--- src/rtl/eth_pkg.sv ---
// Shared Ethernet definitions: FSM states, frame constants and the
// reflected CRC32 byte-update used by the FCS engine.
package eth_pkg;

    typedef enum logic [1:0] {
        IDLE,
        DATA,
        PAD,
        FCS
    } fcs_state_t;

    localparam int          ETH_MIN_LEN   = 60;
    localparam int          FCS_BYTES     = 4;
    localparam logic [31:0] CRC32_RESIDUE = 32'hDEBB20E3;
    localparam logic [31:0] CRC32_INIT    = 32'hFFFFFFFF;
    localparam logic [31:0] CRC32_POLY    = 32'hEDB88320;

    // LSB-first update, one data bit per iteration
    function automatic logic [31:0] crc32_byte(
        input logic [31:0] crc,
        input logic [7:0]  data
    );
        logic [31:0] c;
        c = crc;
        for (int i = 0; i < 8; i++) begin
            if (c[0] ^ data[i])
                c = (c >> 1) ^ CRC32_POLY;
            else
                c = c >> 1;
        end
        return c;
    endfunction

endpackage

--- src/rtl/eth_fcs_tx_ctrl_crc.sv ---
// Byte-wide CRC32 engine. crc_next is the state after absorbing data,
// exposed so the sequencer can capture the final value on the same edge.
module eth_fcs_tx_ctrl_crc
    import eth_pkg::*;
(
    input  logic        clk,
    input  logic        reset,
    input  logic        clear,
    input  logic        enable,
    input  logic [7:0]  data,
    output logic [31:0] crc_next
);

    logic [31:0] crc;

    assign crc_next = crc32_byte(crc, data);

    always_ff @(posedge clk) begin
        if (reset || clear)
            crc <= CRC32_INIT;
        else if (enable)
            crc <= crc_next;
    end

endmodule

--- src/rtl/eth_fcs_tx_ctrl.sv ---
// TX FCS sequencer: forwards payload, optionally zero-pads to MIN_LEN
// (ETH_FCS_PAD_EN), then appends the 4-byte FCS LSB first.
module eth_fcs_tx_ctrl
    import eth_pkg::*;
#(
    parameter int MIN_LEN = ETH_MIN_LEN
) (
    input  logic       clk,
    input  logic       reset,
    input  logic [7:0] in_data,
    input  logic       in_valid,
    input  logic       in_last,
    output logic       in_ready,
    output logic [7:0] out_data,
    output logic       out_valid,
    output logic       out_last,
    input  logic       out_ready,
    output logic       busy
);

    localparam logic [15:0] MIN_CNT = 16'(MIN_LEN);

    fcs_state_t  state, state_nx;
    logic [15:0] cnt, cnt_nx, cnt_inc;
    logic [1:0]  fcs_idx, fcs_idx_nx;
    logic [31:0] fcs, fcs_nx;
    logic [7:0]  fcs_byte;
    logic [7:0]  data_nx;
    logic        valid_nx, last_nx;
    logic        slot, take_in, done;
    logic        crc_en, crc_clr;
    logic [7:0]  crc_data;
    logic [31:0] crc_next;

`ifndef ETH_FCS_PAD_EN
    logic unused_min;
    assign unused_min = ^MIN_CNT;
`endif

    // output register is free when empty or being drained this cycle
    assign slot     = !out_valid || out_ready;
    assign in_ready = !reset && (state == IDLE || state == DATA) && slot;
    assign take_in  = in_valid && in_ready;
    assign done     = (state == FCS) && out_valid && out_last && out_ready;
    assign busy     = (state != IDLE);
    assign cnt_inc  = (cnt == 16'hFFFF) ? cnt : cnt + 16'd1;
    assign fcs_byte = fcs[{fcs_idx, 3'b000} +: 8];
    assign crc_data = (state == PAD) ? 8'h00 : in_data;

    always_comb begin
        state_nx   = state;
        cnt_nx     = cnt;
        fcs_idx_nx = fcs_idx;
        fcs_nx     = fcs;
        data_nx    = out_data;
        valid_nx   = out_valid && !out_ready;
        last_nx    = out_last;
        crc_en     = 1'b0;
        crc_clr    = 1'b0;
        unique case (state)
            IDLE, DATA: begin
                if (take_in) begin
                    crc_en   = 1'b1;
                    cnt_nx   = cnt_inc;
                    data_nx  = in_data;
                    valid_nx = 1'b1;
                    last_nx  = 1'b0;
                    state_nx = DATA;
                    if (in_last) begin
`ifdef ETH_FCS_PAD_EN
                        if (cnt_inc < MIN_CNT) begin
                            state_nx = PAD;
                        end else begin
                            state_nx   = FCS;
                            fcs_nx     = ~crc_next;
                            fcs_idx_nx = 2'd0;
                        end
`else
                        state_nx   = FCS;
                        fcs_nx     = ~crc_next;
                        fcs_idx_nx = 2'd0;
`endif
                    end
                end
            end
`ifdef ETH_FCS_PAD_EN
            PAD: begin
                if (slot) begin
                    crc_en   = 1'b1;
                    cnt_nx   = cnt_inc;
                    data_nx  = 8'h00;
                    valid_nx = 1'b1;
                    last_nx  = 1'b0;
                    if (cnt_inc >= MIN_CNT) begin
                        state_nx   = FCS;
                        fcs_nx     = ~crc_next;
                        fcs_idx_nx = 2'd0;
                    end
                end
            end
`endif
            FCS: begin
                if (done) begin
                    // engine cleared on IDLE entry so the next frame
                    // can start from a fresh state one cycle later
                    state_nx = IDLE;
                    cnt_nx   = 16'd0;
                    crc_clr  = 1'b1;
                    valid_nx = 1'b0;
                    last_nx  = 1'b0;
                end else if (slot) begin
                    data_nx    = fcs_byte;
                    valid_nx   = 1'b1;
                    last_nx    = (fcs_idx == 2'(FCS_BYTES - 1));
                    fcs_idx_nx = fcs_idx + 2'd1;
                end
            end
            default: begin
                state_nx = IDLE;
            end
        endcase
    end

    always_ff @(posedge clk) begin
        if (reset) begin
            state     <= IDLE;
            cnt       <= 16'd0;
            fcs_idx   <= 2'd0;
            fcs       <= 32'd0;
            out_data  <= 8'h00;
            out_valid <= 1'b0;
            out_last  <= 1'b0;
        end else begin
            state     <= state_nx;
            cnt       <= cnt_nx;
            fcs_idx   <= fcs_idx_nx;
            fcs       <= fcs_nx;
            out_data  <= data_nx;
            out_valid <= valid_nx;
            out_last  <= last_nx;
        end
    end

    eth_fcs_tx_ctrl_crc u_crc (
        .clk      (clk),
        .reset    (reset),
        .clear    (crc_clr),
        .enable   (crc_en),
        .data     (crc_data),
        .crc_next (crc_next)
    );

endmodule

--- config.mk ---
export PLATFORM = sky130hd
export DESIGN_NAME = eth_fcs_tx_ctrl
export DESIGN_NICKNAME = d
export VERILOG_FILES = /design/src/rtl/eth_pkg.sv /design/src/rtl/eth_fcs_tx_ctrl_crc.sv /design/src/rtl/eth_fcs_tx_ctrl.sv
export SDC_FILE = /design/constraint.sdc
export NUM_CORES = 1
export LEC_CHECK = 0
export CAP_MARGIN = 20
export CORE_MARGIN = 5
export CORE_UTILIZATION = 50
export CTS_CLUSTER_DIAMETER = 200
export DETAILED_ROUTE_END_ITERATION = 10
export PLACE_DENSITY = 0.69
export RECOVER_POWER = 25
export REMOVE_ABC_BUFFERS = 1
export SETUP_SLACK_MARGIN = 0.15
export SLEW_MARGIN = 20
export SYNTH_ARGS = -nofsm -noshare
export SYNTH_HDL_FRONTEND = slang
export SYNTH_SLANG_ARGS = --single-unit
--- constraint.sdc ---
create_clock -name clk -period 3.2 [get_ports clk]
set_input_delay 0.8 -clock clk [delete_from_list [all_inputs] [get_ports clk]]
set_output_delay 0.8 -clock clk [all_outputs]
set_load 0.005 [all_outputs]
==> summary by stage <==
Timing
The setup skew after layout is approximately 12 ps. The highest clock rate is 329.7 MHz. The shortest clock period the worst path allows after layout is 3033 ps. The max-slew violation count is 0.

The final total negative setup slack is 0 ps. The count of final hold-check violations came to 0. The ratio of final minimum period to clock period is 94.78%. Setup repair after global routing left no endpoint under its margin. Final hold analysis gives a worst-case slack of between 400 and 500 ps. The setup-violating endpoint count in the final report is 0. Headroom to the max-slew limit came out at 22.15%. The transition time at the pin with the least slew margin is 1168 ps.

Critical path
STA classifies the critical path endpoint as a primary output. Data on the critical path is required at its endpoint by 2400 ps. On the critical path the largest part of the delay comes from buffers and inverters.

In this run the worst path has a maximum fanout of 4. The slowest cell on the critical path is sky130_fd_sc_hd__dlygate4sd3_1. The stage delay of the slowest cell on the critical path is 580 ps. The worst setup path is of the input port to primary output kind. For the worst setup path, the data arrival time is 2230 ps. The worst path buffer plus inverter count is 2. The worst setup path is launched from an input port. Traced cell by cell, the critical path runs through dlygate4sd3_1 > nor2b_1 > nor3_2 > clkdlybuf4s50_1.

Detailed routing
The wire length reported by the detailed router is between 10 and 15 mm. After detailed routing, the number of remaining DRC violations is 0. The total number of vias is 3214.

The first detailed-routing pass ran for 5 iterations. The per-cell routed wire length is ~18 µm. For this block, the initial DRC count from the detailed router was 222. The detail-routed via count per cell is 5.590. The post-route antenna net violation count is 0.

Clocking
The clock tree buffer depth is 2. Clock tree synthesis inserted a total of 9 buffers. The later pin in the worst-skew pair is clocked with a latency of 360 ps.

The post-cts hold buffer count is 0. The number of gates resized after CTS was 0. The CTS root buffer is sky130_fd_sc_hd__clkbuf_8.

The number of setup buffers added after CTS is 0. TritonCTS built the clock tree. The clock-pin slew on the worst setup and hold paths is 70 ps. The maximum level of the CTS H-tree is 3. The clock net in this run drives a total of 78 sinks.

Finish
For this run, the post-layout net count is 480. The layout has ~740 filler cells. 0 antenna diodes ended up in the layout.

In the final layout, the share of cells above drive strength 1 is 11.06%. The post-synthesis to final-layout area growth is 14.07%.

Yosys
The share of synthesized area occupied by flip-flops and latches is 37.44%. The prevailing post-synth register cell is sky130_fd_sc_hd__dfxtp_1. The average instance in the mapped netlist occupies 9.309 µm². The flip-flop and latch count after synthesis is 78. The fraction of registers with async set or reset after synthesis is 0%. The synthesized netlist occupies a cell area of 4170 µm².

The number of distinct library cells after synthesis is 46. Yosys printed 0 warnings. After technology mapping, the gate count stands at 448.

The synthesized design contains 0 enable-type register cells.

Placed design
The HPWL after detailed placement is 7.171 mm. The congestion estimate from routability-driven global placement came to 0.9388. The port buffer count is 24.

Floorplan
The number of primary I/O pins is 25. The core outline area is 8175 µm². The floorplan has 33 rows. The area enclosed by the die boundary is between 10000 and 15000 µm². The starting density of the core is 51.01%. The die height is 101.3 µm. The horizontal die dimension is 101.3 µm.

Run
The max capacitance violation total is 0.

GRT
The total overflow reported by the global router is 0. Global routing used a little over a fifth of the available tracks across all layers. The maximum number of pins on one net before global-route repair is 48. The initial antenna violation count came to 1. The wire length of the first global-routing pass is approximately 17 mm. The via count of the first global-routing pass is 3160.

Pwr
The worst vdd rail ir drop is 222.5 µV. The total power density per cell area is approximately 650 nW/µm². The standby leakage power is just under 2 nW.

Run status
The flow ran to the end, and the final reports show no timing, DRC or antenna violations.

Hold path
The min-delay analysis places its worst path in the category flip-flop to flip-flop.
## logic make-up after synthesis
| logic type | Yosys count | synth area share, % |
|---|---|---|
| muxes | 9 | 4.560 |
| AOI/OAI and AO/OA | 84 | 14.22 |
| DFF | 78 | 37.44 |
| buffers and inverters | 37 | 4.080 |
| and+or+nand+nor | 169 | 18.03 |
| xor gates and xnor gates | 70 | 21.36 |
| adders and majority gates | 1 | 0.3000 |
## power by group
| part | total, mW | internal, mW | switching [mW] |
|---|---|---|---|
| clock | 0.889 | 0.534 | 0.355 |
| combinational | 1.04 | 0.536 | 0.507 |
| sequential | 1.14 | 1.07 | 0.0718 |
## registers in the layout (all words and copies together) (netlist names)
signal and flops:
fcs 32, out_last 1, u_crc.crc 32, out_data 8, out_valid 1, state 2
fcs_idx 2
## per-layer routing
metal | up-vias | share of wire, % | GRT usage [%]
met1 | 1535 | 44 | 28.61
met4 | 2 | 2.2 | 8.180
met2 | 81 | 48 | 34.51
met5 | - | 0.12 | 0
li1 | 1576 | - | -
met3 | 20 | 6.1 | 3.581
## cell usage after synthesis (3+ instances only)
master | instances | share of area, %
sky130_fd_sc_hd__xor2_1 | 22 | 4.6
sky130_fd_sc_hd__mux4_2 | 8 | 4.3
sky130_fd_sc_hd__buf_2 | 5 | 0.60
sky130_fd_sc_hd__nand2_1 | 79 | 7.1
sky130_fd_sc_hd__a211oi_1 | 10 | 1.8
sky130_fd_sc_hd__or2_2 | 3 | 0.45
sky130_fd_sc_hd__and2_1 | 5 | 0.75
sky130_fd_sc_hd__nor2b_1 | 8 | 1.2
sky130_fd_sc_hd__dfxtp_1 | 78 | 37
sky130_fd_sc_hd__a21oi_1 | 24 | 2.9
sky130_fd_sc_hd__a21o_1 | 6 | 1.1
sky130_fd_sc_hd__nand3_1 | 13 | 1.6
sky130_fd_sc_hd__a211o_1 | 6 | 1.3
sky130_fd_sc_hd__a311oi_1 | 8 | 1.7
sky130_fd_sc_hd__nor2_1 | 41 | 3.7
sky130_fd_sc_hd__nor3_1 | 8 | 0.96
sky130_fd_sc_hd__xnor2_1 | 28 | 5.9
sky130_fd_sc_hd__xnor3_1 | 9 | 4.9
sky130_fd_sc_hd__o211ai_1 | 21 | 3.8
sky130_fd_sc_hd__nor3b_1 | 3 | 0.54
sky130_fd_sc_hd__clkbuf_1 | 23 | 2.1
sky130_fd_sc_hd__xor3_1 | 7 | 4.0
sky130_fd_sc_hd__o21ai_0 | 3 | 0.36
## stage by stage
step / utilization (%) / worst slack, ps / cell area, µm² / power [mW] / cells
floorplan: - / -972.2 / 4004 / 1.912 / 412
global placement: 55.43 / 204.8 / 4532 / 2.184 / 560
detailed placement: 55.43 / 129.0 / 4532 / 2.203 / 560
CTS: 58.33 / 190.7 / 4768 / 3.100 / 575
global route: 58.19 / 118.4 / 4757 / 3.228 / 575
finish: 58.19 / 167.2 / 4757 / 3.070 / 575
## area by class of cell
type,instances,area (µm²),area share (%)
Multi-Input combinational cell,333,2444,51.37
Sequential cell,78,1562,32.82
Timing Repair Buffer,43,380.4,7.996
Clock buffer,11,141.4,2.972
Tap cell,105,131.4,2.762
Clock inverter,4,95.09,1.999
Inverter,1,3.754,0.07891
## cells in the final DEF, fill, tap and decap left out, drive strengths merged, types with 2 or more instances in the layout
| cell type | instances |
|---|---|
| dlygate4sd3 | 11 |
| nor3 | 8 |
| o211ai | 21 |
| nor3b | 3 |
| a21o | 6 |
| a211oi | 12 |
| clkdlybuf4s50 | 12 |
| nor2b | 9 |
| and2 | 5 |
| or2 | 3 |
| nand2 | 79 |
| xnor3 | 10 |
| nand3b | 2 |
| buf | 17 |
| a21oi | 24 |
| or3 | 2 |
| mux4 | 8 |
| nor2 | 41 |
| clkbuf | 14 |
| xnor2 | 30 |
| a211o | 6 |
| nand3 | 13 |
| nand2b | 2 |
| a311oi | 8 |
| xor3 | 7 |
| o21ai | 3 |
| bufinv | 3 |
| dfxtp | 78 |
| xor2 | 23 |
## final timing paths
check                           slack (ps)                  start                         end  cells after the start
worst max-delay path                   170              out_ready                    in_ready                      4
worst min-delay path                   450   fcs[14]$_SDFFE_PP0P_        fcs[14]$_SDFFE_PP0P_                      2
worst max register to register         660  state[1]$_SDFFE_PP0P_  u_crc.crc[16]$_SDFFE_PP1P_                      5
worst min register to register         450   fcs[14]$_SDFFE_PP0P_        fcs[14]$_SDFFE_PP0P_                      2
## worst min-delay path, cell delays in order, from the launching register on
cell and delay, ps:
sky130_fd_sc_hd__dfxtp_1 310, sky130_fd_sc_hd__nand2_1 50, sky130_fd_sc_hd__a21oi_1 50
Power figures use the tool's default switching activity.
